[src/rtl/inst_queue.sv]
// Circular instruction queue between fetch and decode with flush and occupancy count.
// Optional same-cycle fetch-to-decode bypass when INST_QUEUE_BYPASS_EN is defined.
module inst_queue #(
  parameter int DEPTH = 4
) (
  input  logic                       clk,
  input  logic                       rst,
  input  logic                       IF_Valid,
  input  logic [31:0]                IF_PC,
  input  logic [31:0]                IF_Instr,
  output logic                       IF_Ready,
  output logic                       ID_Valid,
  input  logic                       ID_Ready,
  output logic [31:0]                ID_PC,
  output logic [31:0]                ID_Instr,
  output logic [15:0]                ID_Imm16,
  input  logic                       Flush,
  output logic [$clog2(DEPTH):0]     Count
);

  localparam int AW = $clog2(DEPTH);
  localparam logic [AW:0] FULL = DEPTH[AW:0];

  // Handshake: a transfer happens on a rising edge where valid && ready are both
  // high; valid never depends on ready on the same side, and Flush withdraws both.

  logic [63:0]   mem [DEPTH];
  logic [AW-1:0] rd_ptr;
  logic [AW-1:0] wr_ptr;
  logic [AW:0]   count;
  logic          bypass_hit;
  logic          push;
  logic          pop;
  logic [63:0]   head;

`ifdef INST_QUEUE_BYPASS_EN
  assign bypass_hit = (count == '0) && IF_Valid && !Flush;
`else
  assign bypass_hit = 1'b0;
`endif

  assign IF_Ready = (count < FULL) && !Flush;
  assign ID_Valid = bypass_hit || ((count != '0) && !Flush);

  // A bypassed instruction taken by decode in the same cycle is never stored.
  assign push = IF_Valid && IF_Ready && !(bypass_hit && ID_Ready);
  assign pop  = ID_Valid && ID_Ready && !bypass_hit;

  assign head = mem[rd_ptr];

  always_comb begin
    ID_PC    = '0;
    ID_Instr = '0;
    if (bypass_hit) begin
      ID_PC    = IF_PC;
      ID_Instr = IF_Instr;
    end else if (ID_Valid) begin
      ID_PC    = head[63:32];
      ID_Instr = head[31:0];
    end
  end

  assign ID_Imm16 = ID_Instr[15:0];
  assign Count    = count;

  always_ff @(posedge clk) begin
    if (push) begin
      mem[wr_ptr] <= {IF_PC, IF_Instr};
    end
  end

  always_ff @(posedge clk) begin
    if (rst || Flush) begin
      rd_ptr <= '0;
      wr_ptr <= '0;
      count  <= '0;
    end else begin
      if (push) begin
        wr_ptr <= wr_ptr + 1'b1;
      end
      if (pop) begin
        rd_ptr <= rd_ptr + 1'b1;
      end
      if (push && !pop) begin
        count <= count + 1'b1;
      end else if (pop && !push) begin
        count <= count - 1'b1;
      end
    end
  end

endmodule

[config.mk]
export PLATFORM = sky130hd
export DESIGN_NAME = inst_queue
export DESIGN_NICKNAME = d
export VERILOG_FILES = /design/src/rtl/inst_queue.sv
export SDC_FILE = /design/constraint.sdc
export NUM_CORES = 1
export LEC_CHECK = 0
export CAP_MARGIN = 10
export CORE_ASPECT_RATIO = 1.4
export CORE_MARGIN = 8
export CORE_UTILIZATION = 42
export CTS_CLUSTER_DIAMETER = 120
export DETAILED_ROUTE_END_ITERATION = 6
export HOLD_SLACK_MARGIN = 0.03
export PLACE_DENSITY = 0.69
export REMOVE_ABC_BUFFERS = 1
export SYNTH_ARGS = -nofsm -noshare
export SYNTH_HDL_FRONTEND = slang
export SYNTH_SLANG_ARGS = --single-unit
export TNS_END_PERCENT = 20
[constraint.sdc]
create_clock -name clk -period 3.1 [get_ports clk]
set_input_delay 0.31 -clock clk [delete_from_list [all_inputs] [get_ports clk]]
set_output_delay 0.31 -clock clk [all_outputs]
set_load 0.01 [all_outputs]
==> results of run 1 <==
how the worst max path moves through the flow:
stage                             to  slack (ns)  cells past startpoint
4_1_cts                 ID_Instr[26]        0.13                      4
3_5_place_dp   Count[2]$_SDFFE_PP0P_        0.55                      9
3_3_place_gp   Count[2]$_SDFFE_PP0P_        0.66                      9
5_1_grt                    ID_PC[20]        0.05                      4
6_report                 ID_Instr[1]        0.20                      4
2_1_floorplan           ID_Instr[31]       -0.78                      2
layer usage:
| metal | up-vias | share of wire [%] |
|---|---|---|
| met5 | - | 0.20 |
| met4 | 6 | 1.9 |
| met3 | 29 | 4.9 |
| met2 | 99 | 56 |
| met1 | 2534 | 37 |
| li1 | 2176 | - |
where the power goes:
group          total (W)  internal [W]  switching, W
combinational   0.000457      0.000261      0.000196
clock            0.00270       0.00154       0.00116
sequential       0.00401       0.00399     0.0000203
cell usage after synthesis (2+ instances only):
cell type	count	area, um2
and2_1	68	425.4
buf_2	6	30.03
buf_4	16	120.1
buf_6	6	67.56
clkbuf_1	7	26.28
clkbuf_2	2	10.01
dfxtp_1	9	180.2
edfxtp_1	256	7687
ha_1	5	62.56
inv_1	3	11.26
mux2i_1	2	20.02
mux4_1	3	78.83
mux4_2	61	1374
nor2_1	9	33.78
or2_2	2	12.51
xor2_1	4	35.03
worst reg2reg max path: cells and delay by family (launching register included):
family	cells	cell delay, ns
fa+ha+maj	2	0.55
compound gates	2	0.52
simple gates	2	0.50
flops	1	0.38
xor+xnor	1	0.16
buf+inv	1	0.06
area by class of cell:
cell class	instances	area, um2
fill	1882	11090
sequential	265	7875
multi-input combinational	163	2138
timing repair buffer	169	1764
clock buffer	30	644.4
tap	310	387.9
clock inverter	8	63.81
inverter	3	11.26
antenna	1	2.502
state kept, by name, indices dropped and copies added, names as in the netlist, named ones only:
register,count
rd_ptr,2
wr_ptr,2
Count,3
mem,256
layout by cell type (no fill, tap or decap), types with 2 or more instances in the layout:
| cell type | n |
|---|---|
| clkdlybuf4s50_1 | 153 |
| clkinv_1 | 3 |
| mux4_1 | 3 |
| or2_2 | 2 |
| buf_12 | 9 |
| ha_1 | 5 |
| clkbuf_16 | 25 |
| mux2i_1 | 2 |
| clkbuf_1 | 5 |
| inv_1 | 3 |
| clkinv_2 | 3 |
| mux4_2 | 61 |
| dfxtp_4 | 2 |
| buf_4 | 7 |
| xor2_1 | 4 |
| edfxtp_1 | 256 |
| dfxtp_1 | 7 |
| nor2_1 | 8 |
| and2_1 | 64 |
| and2_4 | 4 |
logic make-up (layout without fill, tap and decap cells):
logic type / Yosys count / count (layout) / synth area share, %
AO/OA/AOI/OAI: 4 / 4 / 0.2558
other: 0 / 1 / 0
buffers and inverters: 41 / 210 / 2.729
flip-flops: 265 / 265 / 76.62
AND/OR/NAND/NOR: 82 / 82 / 4.825
multiplexers: 66 / 66 / 14.34
XOR/XNOR: 5 / 5 / 0.4264
adder cells (fa/ha/maj): 6 / 6 / 0.8042
per-stage QoR:
stage | instances | hold WS, ns | cell area, um2
after global routing | 949 | 0.4367 | 12890
after CTS | 948 | 0.4172 | 12880
after detailed placement | 910 | 0.5178 | 12180
final | 949 | 0.4409 | 12890
after global placement | 910 | 0.5033 | 12180
after floorplan | 431 | 0.4089 | 10000
==> impl_metrics.ini, run 1 <==
[clock_tree]
root_buffer = clkbuf_16
h-tree-depth = 1
cts_resized = 0
path_clk_slew_ns = 0.06
cts_tree = done
cts_num_sinks = 265
clk_latency_ns = 0.50
cts_hold_buffers = 0
cts_buffer_depth = 3
cts_setup_buffers = 0
cts_buffers = 24

[timing]
drv_slew = 0
fin_ws_ns = 0.1986
setup_tns_ns = 0
fmax_ghz = 0.3447
rsz0062_at_grt = false
skew_ns = 0.009316
period_share_pct = 93.59
worstMarginPinSlew_ns = 0.5055
period_minus_slack_ns = 2.901
hold_viol = 0
maxSlewHeadroom_pct = 66.30
setup_violations = 0

[synth]
syn_inst = 469
synth-edff-count = 256
seq_area_frac_synth_pct = 76.62
async_flop_share_pct = 0
synthFlopType = edfxtp_1
synth_area_um2 = 10270
yosysWarnings = 0
ys_types = 26
synth_area_per_cell_um2 = 21.89
synth-seq-cells = 265

[power_and_ir_drop]
ir_worst_vdd_uv = 370.9
leakage_nw = 4.059
power.density_nw_per_um2 = 555.4
power_w = 0.007158

[routing]
drt_wl_total_mm = 19.93
ant_nets = 0
drtIter0Drc = 193
drc = 0
vias_per_cell = 5.104
vias = 4844
wire_per_inst_um = 21.00
first_pass_iters = 4

[global_route]
track_usage_pct = 13.45
use_met1_pct = 14.56
use_met2_pct = 25.34
grt_max_degree = 66
antenna_found_initial = 4
overflow = 0
first_global_vias = 5349
use_met3_pct = 2.865
grt.busiest_layer = met2
grt_pass1_wl_mm = 30.62

[setup_path]
crit_slowest_cell = dfxtp_4
crit_path_max_fanout = 26
crit_family = buffers and inverters
cp.arrival_ns = 2.59
max_stage_delay_ns = 0.57
end_kind = output pin
worstPathRequired_ns = 2.79
path_class = flip-flop to output pin
startpoint_type = flip-flop
reg2regPathDepth = 8
worstPathCellList = buf_12, mux4_2, and2_1, clkdlybuf4s50_1
rrSetupSlack_ns = 0.86
crit-reg2reg-launch = Count[0]$_SDFFE_PP0P_
regToRegEndpoint = Count[2]$_SDFFE_PP0P_
crit_buf_inv = 2

[floorplan]
initial_utilization_pct = 42.83
dieWidth_um = 148.2
die_h_um = 201.0
design.die.area_um2 = 29780
core_area_um2 = 23980
pin_count = 154
row_count = 67

[placed_design]
preCtsSetupSlack_ns = 0.5493
hpwl_mm = 13.05
numPortBuffers = 153
gp_congestion = 0.6680

[finish]
fin_util_pct = 53.75
final_nets = 701
final_layout_size_suffix_gt1_share_pct = 18.34
area_growth_pct = 25.50

[outcome]
status = completed

[min_path]
hold_start = IF_Instr[18]
min_delay_worst_endpoint = mem[0][18]$_DFFE_PP_
hp-class = input port to flip-flop
holdPathStages = 1

[run]
maxCapViolCount = 0
Power figures use the tool's default switching activity.
==> inputs of run 2 (changes only) <==
Settings changed: CTS_CLUSTER_DIAMETER 120 to 40.
==> run 2 against run 1 <==
  * Via count up 0.21%
  * Sequential cell count unchanged
  * Sequential power about the same
  * Worst hold slack worse by 0.015 ns
  * Utilization up 0.82 points
  * Setup slack worse by 0.0064 ns
  * Clock skew up 0.0076 ns
  * Maximum frequency down 0.22%
  * Final area up 1.5%
  * Non-clock buffer count unchanged
  * Count of clock-buffer cells in the layout down 1
  * Critical path type unchanged
  * Largest cell class unchanged
==> impl_metrics.ini, run 2 (synthesized netlist as in run 1, its figures left out) <==
[outcome]
status = completed

[routing]
ant_nets = 0
drtIter0Drc = 175
vias = 4854
first_pass_iters = 4
drt_wl_total_mm = 19.87
wire_per_inst_um = 20.78
drc = 0
vias_per_cell = 5.077

[power_and_ir_drop]
ir_worst_vdd_uv = 388.3
leakage_nw = 4.148
power.density_nw_per_um2 = 588.8

[timing]
maxSlewHeadroom_pct = 66.38
hold_viol = 0
setup_violations = 0
skew_ns = 0.01693
fin_ws_ns = 0.1922
period_minus_slack_ns = 2.908
fmax_ghz = 0.3439
period_share_pct = 93.80
worstMarginPinSlew_ns = 0.5042
hold_ws_ns = 0.4261
drv_slew = 0
rsz0062_at_grt = false

[finish]
area_growth_pct = 27.42
stdcell_count = 956
largest_reg_flops = 256
layout_common_cells = edfxtp_1 (256), clkdlybuf4s50_1 (153), and2_1 (64), mux4_2 (61), clkbuf_16 (27)
final_common_cell = edfxtp_1
final_nets = 703
top_register = mem
final_layout_size_suffix_gt1_share_pct = 20.00

[global_route]
grt_max_degree = 66
overflow = 0
antenna_found_initial = 4
track_usage_pct = 13.39
first_global_vias = 5380
grt_pass1_wl_mm = 30.54

[setup_path]
cp.arrival_ns = 2.60
crit_path_max_fanout = 24
worstPathRequired_ns = 2.79
startpoint_type = flip-flop
end_kind = output pin
path_class = flip-flop to output pin

[clock_tree]
h-tree-depth = 1
cts_buffer_depth = 3
cts_setup_buffers = 0
cts_num_sinks = 265
cts_buffers = 26
clk_latency_ns = 0.51
cts_tree = done
root_buffer = clkbuf_16
cts_resized = 0
cts_hold_buffers = 0
path_clk_slew_ns = 0.07

[floorplan]
core_area_um2 = 23980
design.die.area_um2 = 29780
initial_utilization_pct = 42.83
die_h_um = 201.0
pin_count = 154
row_count = 67
dieWidth_um = 148.2

[run]
maxCapViolCount = 0

[placed_design]
gp_congestion = 0.6680
dp_cells = 910
numPortBuffers = 153
preCtsSetupSlack_ns = 0.5493
hpwl_mm = 13.05

[min_path]
hp-class = input port to flip-flop
## run 2: stage by stage
| stage | instance area [um2] | utilization (%) | setup TNS, ns | power (W) |
|---|---|---|---|---|
| after detailed placement | 12180 | 50.79 | 0 | 0.004548 |
| after CTS | 13080 | 54.56 | 0 | 0.007782 |
| final | 13080 | 54.57 | 0 | 0.007703 |
| after floorplan | 10000 | - | -60.42 | 0.004265 |
| after global routing | 13080 | 54.57 | 0 | 0.007945 |
| after global placement | 12180 | 50.79 | 0 | 0.004533 |
## run 2: final cells by class
class | count | area (um2)
repair buffers | 169 | 1764
diodes | 1 | 2.502
clock buffers | 29 | 683.2
fillers | 1855 | 10890
flip-flops and latches | 265 | 7875
well taps | 310 | 387.9
inverters | 3 | 11.26
multi-input cells | 163 | 2138
clock inverters | 16 | 221.5
## run 2: report_power, final
| part | switching [W] | total (W) | internal (W) |
|---|---|---|---|
| Clock | 0.00129 | 0.00324 | 0.00195 |
| Sequential | 0.0000204 | 0.00401 | 0.00398 |
| Combinational | 0.000196 | 0.000457 | 0.000261 |
| Total | 0.00151 | 0.00770 | 0.00619 |
## run 2: critical path, cell delays in order (launching register included)
cell,delay [ns]
dfxtp_4,0.57
buf_12,0.27
mux4_2,0.53
and2_1,0.20
clkdlybuf4s50_1,0.49
## run 2: final timing paths
check | from | endpoint | slack (ns) | cells past startpoint
max | flip-flop | ID_Imm16[14] | 0.19 | 4
max reg2reg | Count[0]$_SDFFE_PP0P_ | Count[2]$_SDFFE_PP0P_ | 0.86 | 8
min | IF_PC[23] | mem[1][55]$_DFFE_PP_ | 0.43 | 1
min reg2reg | rd_ptr[0]$_SDFFE_PP0P_ | rd_ptr[0]$_SDFFE_PP0P_ | 0.53 | 2
## run 2: layer usage
metal	wire length [um]	vias to the layer above	part of all wire, %	track usage (%)
li1	-	2188	-	-
met1	7314	2531	37	14.42
met2	11120	100	56	25.11
met3	966	29	4.9	3.000
met4	422	6	2.1	4.311
met5	40	-	0.20	0
==> inputs of run 3 (changes only) <==
Settings changed: GPL_ROUTABILITY_DRIVEN set to 1.
==> results of run 3 <==
Same layout as run 2: the final DEF is identical, and so are final timing and power.
